File: src/rtl/esp_frame_tx.sv
// esp_frame_tx: FIFO-buffered serialiser for the 2-wire (SCLK + IO_SPI) ESP8266 link.
// Each frame carries a start bit and DATA_W bits MSB-first, followed by an idle gap.
//
// state   | meaning
// S_IDLE  | waiting for a word in the FIFO
// S_LOAD  | pop head word into the shifter (one cycle)
// S_SHIFT | drive start bit + payload, one bit per 2*CLK_DIV cycles
// S_GAP   | link idle for GAP_BITS bit periods, done on the last cycle
module esp_frame_tx #(
  parameter int CLK_DIV    = 50,
  parameter int DATA_W     = 16,
  parameter int FIFO_DEPTH = 4,
  parameter int GAP_BITS   = 2
) (
  input  logic                          HCLK,
  input  logic                          HRESETn,
  input  logic                          wr_valid,
  input  logic [DATA_W-1:0]             wr_data,
  output logic                          wr_ready,
  output logic                          SCLK,
  output logic                          IO_SPI,
  output logic                          busy,
  output logic                          done,
  output logic [$clog2(FIFO_DEPTH):0]   fifo_count
);

  localparam int PTR_W   = $clog2(FIFO_DEPTH);
  localparam int CNT_W   = PTR_W + 1;
  localparam int DIV_W   = $clog2(2 * CLK_DIV);
  localparam int BIT_W   = $clog2(DATA_W + 2);
  localparam int GAP_LEN = GAP_BITS * 2 * CLK_DIV;
  localparam int GAP_W   = $clog2(GAP_LEN + 1);

  localparam logic [DIV_W-1:0] DIV_LAST = DIV_W'(2 * CLK_DIV - 1);
  localparam logic [DIV_W-1:0] DIV_HALF = DIV_W'(CLK_DIV);
  localparam logic [BIT_W-1:0] BIT_LAST = BIT_W'(DATA_W);
  localparam logic [GAP_W-1:0] GAP_LAST = GAP_W'(GAP_LEN - 1);
  localparam logic [CNT_W-1:0] CNT_FULL = CNT_W'(FIFO_DEPTH);

  typedef enum logic [1:0] {S_IDLE, S_LOAD, S_SHIFT, S_GAP} state_t;

  state_t              state_q, state_d;
  logic [DIV_W-1:0]    div_q, div_d;
  logic [BIT_W-1:0]    bit_q, bit_d;
  logic [GAP_W-1:0]    gap_q, gap_d;
  logic [DATA_W:0]     shift_q, shift_d;
  logic                sclk_q, sclk_d;
  logic                io_q, io_d;
  logic                done_q, done_d;

  logic [DATA_W-1:0]   mem [FIFO_DEPTH];
  logic [PTR_W-1:0]    wr_ptr_q, wr_ptr_d;
  logic [PTR_W-1:0]    rd_ptr_q, rd_ptr_d;
  logic [CNT_W-1:0]    cnt_q, cnt_d;
  logic                push, pop;

  // Ready comes only from the registered count: a pop in the same cycle never frees a slot.
  assign wr_ready   = (cnt_q < CNT_FULL);
  assign push       = wr_valid && wr_ready;
  assign fifo_count = cnt_q;
  assign busy       = (state_q != S_IDLE) || (cnt_q != '0);
  assign SCLK       = sclk_q;
  assign IO_SPI     = io_q;
  assign done       = done_q;

  always_comb begin
    wr_ptr_d = wr_ptr_q;
    rd_ptr_d = rd_ptr_q;
    cnt_d    = cnt_q;
    if (push) wr_ptr_d = wr_ptr_q + 1'b1;
    if (pop)  rd_ptr_d = rd_ptr_q + 1'b1;
    if (push && !pop)      cnt_d = cnt_q + 1'b1;
    else if (pop && !push) cnt_d = cnt_q - 1'b1;
  end

  always_ff @(posedge HCLK) begin
    if (push) mem[wr_ptr_q] <= wr_data;
  end

  always_comb begin
    state_d = state_q;
    div_d   = div_q;
    bit_d   = bit_q;
    gap_d   = gap_q;
    shift_d = shift_q;
    pop     = 1'b0;
    case (state_q)
      S_IDLE: begin
        if (cnt_q != '0) state_d = S_LOAD;
      end
      S_LOAD: begin
        pop     = 1'b1;
        shift_d = {1'b1, mem[rd_ptr_q]};
        bit_d   = '0;
        div_d   = '0;
        state_d = S_SHIFT;
      end
      S_SHIFT: begin
        if (div_q == DIV_LAST) begin
          div_d   = '0;
          // Rotating is equivalent to shifting: the wrapped bit is never driven out.
          shift_d = {shift_q[DATA_W-1:0], shift_q[DATA_W]};
          bit_d   = bit_q + 1'b1;
          if (bit_q == BIT_LAST) begin
            state_d = S_GAP;
            gap_d   = GAP_LAST;
          end
        end else begin
          div_d = div_q + 1'b1;
        end
      end
      S_GAP: begin
        if (gap_q == '0) state_d = S_IDLE;
        else             gap_d   = gap_q - 1'b1;
      end
      default: state_d = S_IDLE;
    endcase
  end

  // Outputs are decoded from next-state values so the pins are plain flops.
  always_comb begin
    sclk_d = (state_d == S_SHIFT) && (div_d >= DIV_HALF);
    io_d   = (state_d == S_SHIFT) && shift_d[DATA_W];
    done_d = (state_d == S_GAP) && (gap_d == '0);
  end

  always_ff @(posedge HCLK or negedge HRESETn) begin
    if (!HRESETn) begin
      state_q  <= S_IDLE;
      div_q    <= '0;
      bit_q    <= '0;
      gap_q    <= '0;
      shift_q  <= '0;
      sclk_q   <= 1'b0;
      io_q     <= 1'b0;
      done_q   <= 1'b0;
      wr_ptr_q <= '0;
      rd_ptr_q <= '0;
      cnt_q    <= '0;
    end else begin
      state_q  <= state_d;
      div_q    <= div_d;
      bit_q    <= bit_d;
      gap_q    <= gap_d;
      shift_q  <= shift_d;
      sclk_q   <= sclk_d;
      io_q     <= io_d;
      done_q   <= done_d;
      wr_ptr_q <= wr_ptr_d;
      rd_ptr_q <= rd_ptr_d;
      cnt_q    <= cnt_d;
    end
  end

endmodule
File: config.mk
export PLATFORM = sky130hd
export DESIGN_NAME = esp_frame_tx
export DESIGN_NICKNAME = d
export VERILOG_FILES = /design/src/rtl/esp_frame_tx.sv
export SDC_FILE = /design/constraint.sdc
export NUM_CORES = 1
export LEC_CHECK = 0
export ABC_AREA = 1
export BUFFER_PORTS_ARGS = -buffer_cell sky130_fd_sc_hd__buf_2
export CAP_MARGIN = 0
export CELL_PAD_IN_SITES_DETAIL_PLACEMENT = 0
export CELL_PAD_IN_SITES_GLOBAL_PLACEMENT = 2
export CORE_MARGIN = 2
export CORE_UTILIZATION = 30
export CTS_CLUSTER_DIAMETER = 100
export DETAILED_ROUTE_END_ITERATION = 8
export PLACE_DENSITY = 0.68
export SLEW_MARGIN = 10
export SYNTH_ARGS = -nofsm -noshare
export SYNTH_HDL_FRONTEND = slang
export SYNTH_SLANG_ARGS = --single-unit
File: constraint.sdc
create_clock -name HCLK -period 3.8 [get_ports HCLK]
set_input_delay 0.76 -clock HCLK [delete_from_list [all_inputs] [get_ports HCLK]]
set_output_delay 0.76 -clock HCLK [all_outputs]
set_load 0.01 [all_outputs]
==> Yosys cells after proc, flatten, opt, wreduce, memory -nomap -nowiden <==
Memory sizes are Yosys's and may differ from the RTL's.
Cells that the tools add are included.
{ "classes": {"add_sub_neg": 7, "n_lt_le_gt_ge": 2, "n_eq_ne": 8, "muxes": 20, "reduce_logical": 17} }
{ "op_table": {"columns": ["op", "n"], "rows": [
  ["$pmux W17 S2", 1],
  ["$mux W8", 3],
  ["$mux W17", 1],
  ["$logic_not A8 Y1", 2],
  ["$pmux W8 S2", 1],
  ["$pmux W7 S2", 1],
  ["$pmux W5 S2", 1],
  ["$eq A2 B2 Y1 const B", 4],
  ["$mux W2", 4],
  ["$pmux W2 S4", 1],
  ["$sub A8 B1 Y8 const B", 1],
  ["$add A7 B1 Y7 const B", 1],
  ["$eq A7 B7 Y1 const B", 1],
  ["$ge A7 B6 Y1 const B", 1],
  ["$mux W7", 1],
  ["$logic_and A1 B1 Y1", 6],
  ["$mux W3", 2],
  ["$reduce_bool A2 Y1", 3],
  ["$add A5 B1 Y5 const B", 1],
  ["$eq A5 B5 Y1 const B", 1],
  ["$mux W5", 1],
  ["$add A2 B1 Y2 const B", 2],
  ["$add A3 B1 Y3 const B", 1],
  ["$lt A3 B3 Y1 const B", 1],
  ["9 further kinds", 12]
]} }
{ "word_totals": {"reg_bits": 49, "ramBits": 64, "input_bits": 19, "output_inout_bits": 8, "wordCells": 67, "mem_count": 1} }
{ "mem_list": {"columns": ["name", "words", "width", "read_ports", "rd_ports_with_merged_regs", "wr", "line_no", "text"], "rows": [
  ["mem", 4, 16, 1, 0, 1, "51", "logic [DATA_W-1:0] mem [FIFO_DEPTH];"]
]} }

==> Depth between registers and ports, before layout <==
{ "depth": {"word_depth": 6, "mapped_depth": 15, "mapped_depth_nobuf": 15} }

==> Worst setup path after synthesis <==
Ideal clock, no wire load.
{ "synth_timing": {"kind": "input-to-reg", "start": "input wr_valid", "end": "register cnt_q[2], in the netlist fifo_count[2]", "arrival_ps": 1899, "required_ps": 3669, "slack_ps": 1770, "stages": 8, "path_buffers": 0, "path_cell_list": "nand2_1 > inv_1 > ha_1 > inv_1 > fa_1 > a21oi_1 > o21ai_0 > xor2_1"} }
{ "synth_between": {"elab_chain_cells": 4} }
{ "synth_rtl": {"columns": ["item", "line_no", "text"], "rows": [
  ["from (decl)", "17", "input logic wr_valid,"],
  ["$logic_and A1 B1 Y1 (*)", "59", "assign push = wr_valid && wr_ready;"],
  ["net push", "55", "logic push, pop;"],
  ["$logic_not A1 Y1", "73", "else if (pop && !push) cnt_d = cnt_q - 1'b1;"],
  ["$logic_and A1 B1 Y1", "73", null],
  ["$reduce_bool A2 Y1 (no line)", null, null],
  ["to (signal assigned)", "151", "cnt_q <= cnt_d;"],
  ["to (decl)", "54", "logic [CNT_W-1:0] cnt_q, cnt_d;"]
]} }
Mark *: on every way through the listed nets, which the timed path passes. The rest lies on a longest branch.
A chain may end at the register's enable or synchronous reset.

==> Final worst setup path <==
{ "layout_timing": {"start": "register state_q[1]", "end": "register cnt_q[1], in the netlist fifo_count[1]"} }
{ "layout_between": {"elab_chain_cells": 5} }
{ "layout_rtl": {"columns": ["item", "line_no", "text"], "rows": [
  ["from (decl)", "42", "state_t state_q, state_d;"],
  ["from (signal assigned)", "141", "state_q <= state_d;"],
  ["$eq A2 B1 Y1", "87", "case (state_q)"],
  ["$mux W1", "87", null],
  ["$logic_not A1 Y1", "72", "if (push && !pop) cnt_d = cnt_q + 1'b1;"],
  ["$logic_and A1 B1 Y1", "72", null],
  ["$mux W3", "72", null],
  ["net cnt_d[1]", "54", null]
]} }
The timed path passes the listed nets, and every way through them passes these cells.

==> impl_metrics.csv <==
group,metric,value,unit
run_status,status,"finished clean",
clocking,hold_buffers,0,
layout,drive_above_1_share,14.60,%
route,finalWirelength,11640,microns
critical_path,critPathArrivalTime,2.51,ns
place,io_buffers,26,
critical_path,cp.required,4.10,ns
route,drt_iter0_markers,147,
sta,fin_worst_skew,0.007447,ns
global_route,grt.overflow.total,0,
logic_synthesis,synth_common_cells,"nand2_1, inv_1, edfxtp_1",
clocking,cts_buffer_depth,2,
place,dpl.hpwl,7480,microns
clocking,cts_inserted_buffers,17,
layout,fill_cells,1739,
power_and_ir_drop,p_per_area,547.5,mW/mm^2
floorplanning,core_area,0.01730,sq mm
floorplanning,start_util,30.70,%
route,vias,3650,
logic_synthesis,ys_warn_count,0,
sta,setup_viol,0,
sta,slew-limit-headroom,24.25,%
clocking,cts_resized,0,
route,viasPerCell,4.523,
route,wl_per_cell,14.42,microns
logic_synthesis,yosysTopAreaCellShare,36.19,%
power_and_ir_drop,finalPower,3456,uW
logic_synthesis,netlist_instances,534,
global_route,grt_max_degree,36,
critical_path,crit_path_max_fanout,20,
power_and_ir_drop,p_leak,0.002814,uW
clocking,post_cts_buffers,0,
sta,worstMarginPinSlew,1.135,ns
min_path,min_path_type,"primary input to asynchronous set/reset pin",
route,dr.pass1.iters,4,
logic_synthesis,ys.flop_type,"edfxtp_1",
clocking,cts_root_buf,"clkbuf_16",
layout,postLayoutCoreUtil,36.49,%
critical_path,reg2reg_from,"state_q[1]$_DFF_PN0_",
floorplanning,die_h,137.0,microns
floorplanning,pin_count,27,
floorplanning,dieArea,0.01878,sq mm
place,place_congestion,0.7315,
global_route,grt_pass1_wl,19890,microns
logic_synthesis,synth_area,0.005310,sq mm
clocking,cts_sinks,113,
flow_run,drv_cap,0,
critical_path,cp-start-kind,"flop",
logic_synthesis,synthTopCellsByArea,"edfxtp_1, dfrtp_1, nand2_1",
layout,multiInputGateArea,0.001808,sq mm
clocking,htree_levels,4,
logic_synthesis,synth_most_common_cell,"nand2_1",
floorplanning,die_x,137.0,microns
logic_synthesis,synth.largest_area_cell,"edfxtp_1",
global_route,grt_use_total,14.11,%
layout,area_delta_synth_final,18.85,%
logic_synthesis,ys_seq_elements,113,
route,ant_nets,0,
logic_synthesis,synth_nets,569,
power_and_ir_drop,ir_drop,336.3,uV
sta,grt_setup_unrepaired,"false",
clocking,cts_tree,"yes",
sta,maxSlewViolCount,0,
logic_synthesis,syn_area_per_cell,9.944,sq um
critical_path,worst_setup_path_end_kind,"flop",
layout,fin_nets,604,
floorplanning,row_count,48,
clocking,clk_latency,0.42,ns
logic_synthesis,synth_async_sr_flop_share,43.36,%
critical_path,worstRegToRegCells,8,
sta,post-route-period-util,58.06,%
layout,n_antenna_cell,0,
route,drc,0,
sta,layout_min_cycle_time,2.206,ns
clocking,cts.clk_slew.worst_paths,0.06,ns
sta,hold_violations,0,
global_route,antenna_found_initial,0,
logic_synthesis,synth-edff-count,64,
global_route,grt_pass1_vias,3804,
sta,tns,0,ns
logic_synthesis,synthDistinctLibCells,36,
logic_synthesis,synth_seq_area_share,59.28,%
critical_path,path_class,"flop to flop",
critical_path,r2r_slack,1.59,ns
sta,fmax,453.2,MHz
layout,ff_latch_area,0.003148,sq mm
critical_path,r2r-end,"fifo_count[1]$_DFFE_PN0P_",
critical path: stages, from the launching register on:
cell and delay, ns:
dfrtp_1 0.41, inv_1 0.12, ha_1 0.15, buf_4 0.27, inv_1 0.15, ha_1 0.20, inv_1 0.10, fa_1 0.41
mux2_2 0.27
per-stage QoR:
stage / area [sq um] / hold slack (ns) / instances / setup WS [ns]
floorplan: 5310 / 0.4644 / 534 / 1.770
global placement: 5683 / 0.4902 / 775 / 1.583
detailed placement: 5683 / 0.4922 / 775 / 1.584
CTS: 6311 / 0.5025 / 807 / 1.585
global route: 6311 / 0.5261 / 807 / 1.401
finish: 6311 / 0.4604 / 807 / 1.594
logic make-up (layout without fill, tap and decap cells):
| group | count (synthesis) | after routing | synth area share (%) |
|---|---|---|---|
| adder cells (fa/ha/maj) | 16 | 16 | 3.911 |
| AO/OA/AOI/OAI | 75 | 75 | 8.459 |
| flip-flops | 113 | 113 | 59.28 |
| buffers and inverters | 87 | 135 | 6.668 |
| AND/OR/NAND/NOR | 231 | 231 | 19.65 |
| XOR/XNOR | 11 | 11 | 1.814 |
| multiplexers | 1 | 1 | 0.2120 |
placed cells by master (no fill, tap or decap), types with 4 or more instances in the layout:
cell type and instances:
nand2_1 123, inv_1 65, edfxtp_1 64, nand3_1 55
dfrtp_1 49, nor2_1 34, o21ai_0 34, buf_2 26
a21oi_1 21, clkbuf_16 17, ha_1 15, a22o_1 14
xor2_1 7, buf_4 7, inv_2 5, nand4_1 4
xnor2_1 4, clkinv_4 4
state kept, by name, indices dropped and copies added (netlist names):
| register | count |
|---|---|
| mem | 64 |
| shift_q | 17 |
| gap_q | 8 |
| div_q | 7 |
| bit_q | 5 |
| fifo_count | 3 |
| rd_ptr_q | 2 |
| state_q | 2 |
| wr_ptr_q | 2 |
| IO_SPI | 1 |
| SCLK | 1 |
| done | 1 |
area by class of cell:
cell class,instances,share of cell area [%]
clock buffers,19,7.177
clock inverters,13,2.776
inverters,70,4.163
multi-input cells,334,28.65
flip-flops and latches,113,49.88
well taps,225,4.461
repair buffers,33,2.895
where the power goes:
group / switching [uW] / total, uW / internal (uW)
Combinational: 193 / 292 / 98.3
Clock: 603 / 1680 / 1080
Sequential: 44.1 / 1480 / 1440
Total: 841 / 3460 / 2610
layer usage:
layer | wire [microns] | part of all wire [%] | GRT usage, % | vias up
met5 | 0 | 0 | 0 | -
met4 | 169 | 1.5 | 5.212 | 0
met3 | 397 | 3.4 | 3.852 | 11
met2 | 5644 | 49 | 23.30 | 52
met1 | 5426 | 47 | 17.64 | 1732
li1 | - | - | - | 1855
how the worst max path moves through the flow:
stage,start,to,slack [ns],cells past startpoint
after floorplan,wr_valid,fifo_count[2]$_DFFE_PN0P_,1.77,8
after global placement,wr_valid,fifo_count[2]$_DFFE_PN0P_,1.58,9
after detailed placement,wr_valid,fifo_count[1]$_DFFE_PN0P_,1.58,7
after CTS,state_q[1]$_DFF_PN0_,fifo_count[1]$_DFFE_PN0P_,1.59,8
after global routing,state_q[1]$_DFF_PN0_,shift_q[4]$_DFFE_PN0P_,1.40,9
final,state_q[1]$_DFF_PN0_,fifo_count[1]$_DFFE_PN0P_,1.59,8
Power figures use the tool's default switching activity.
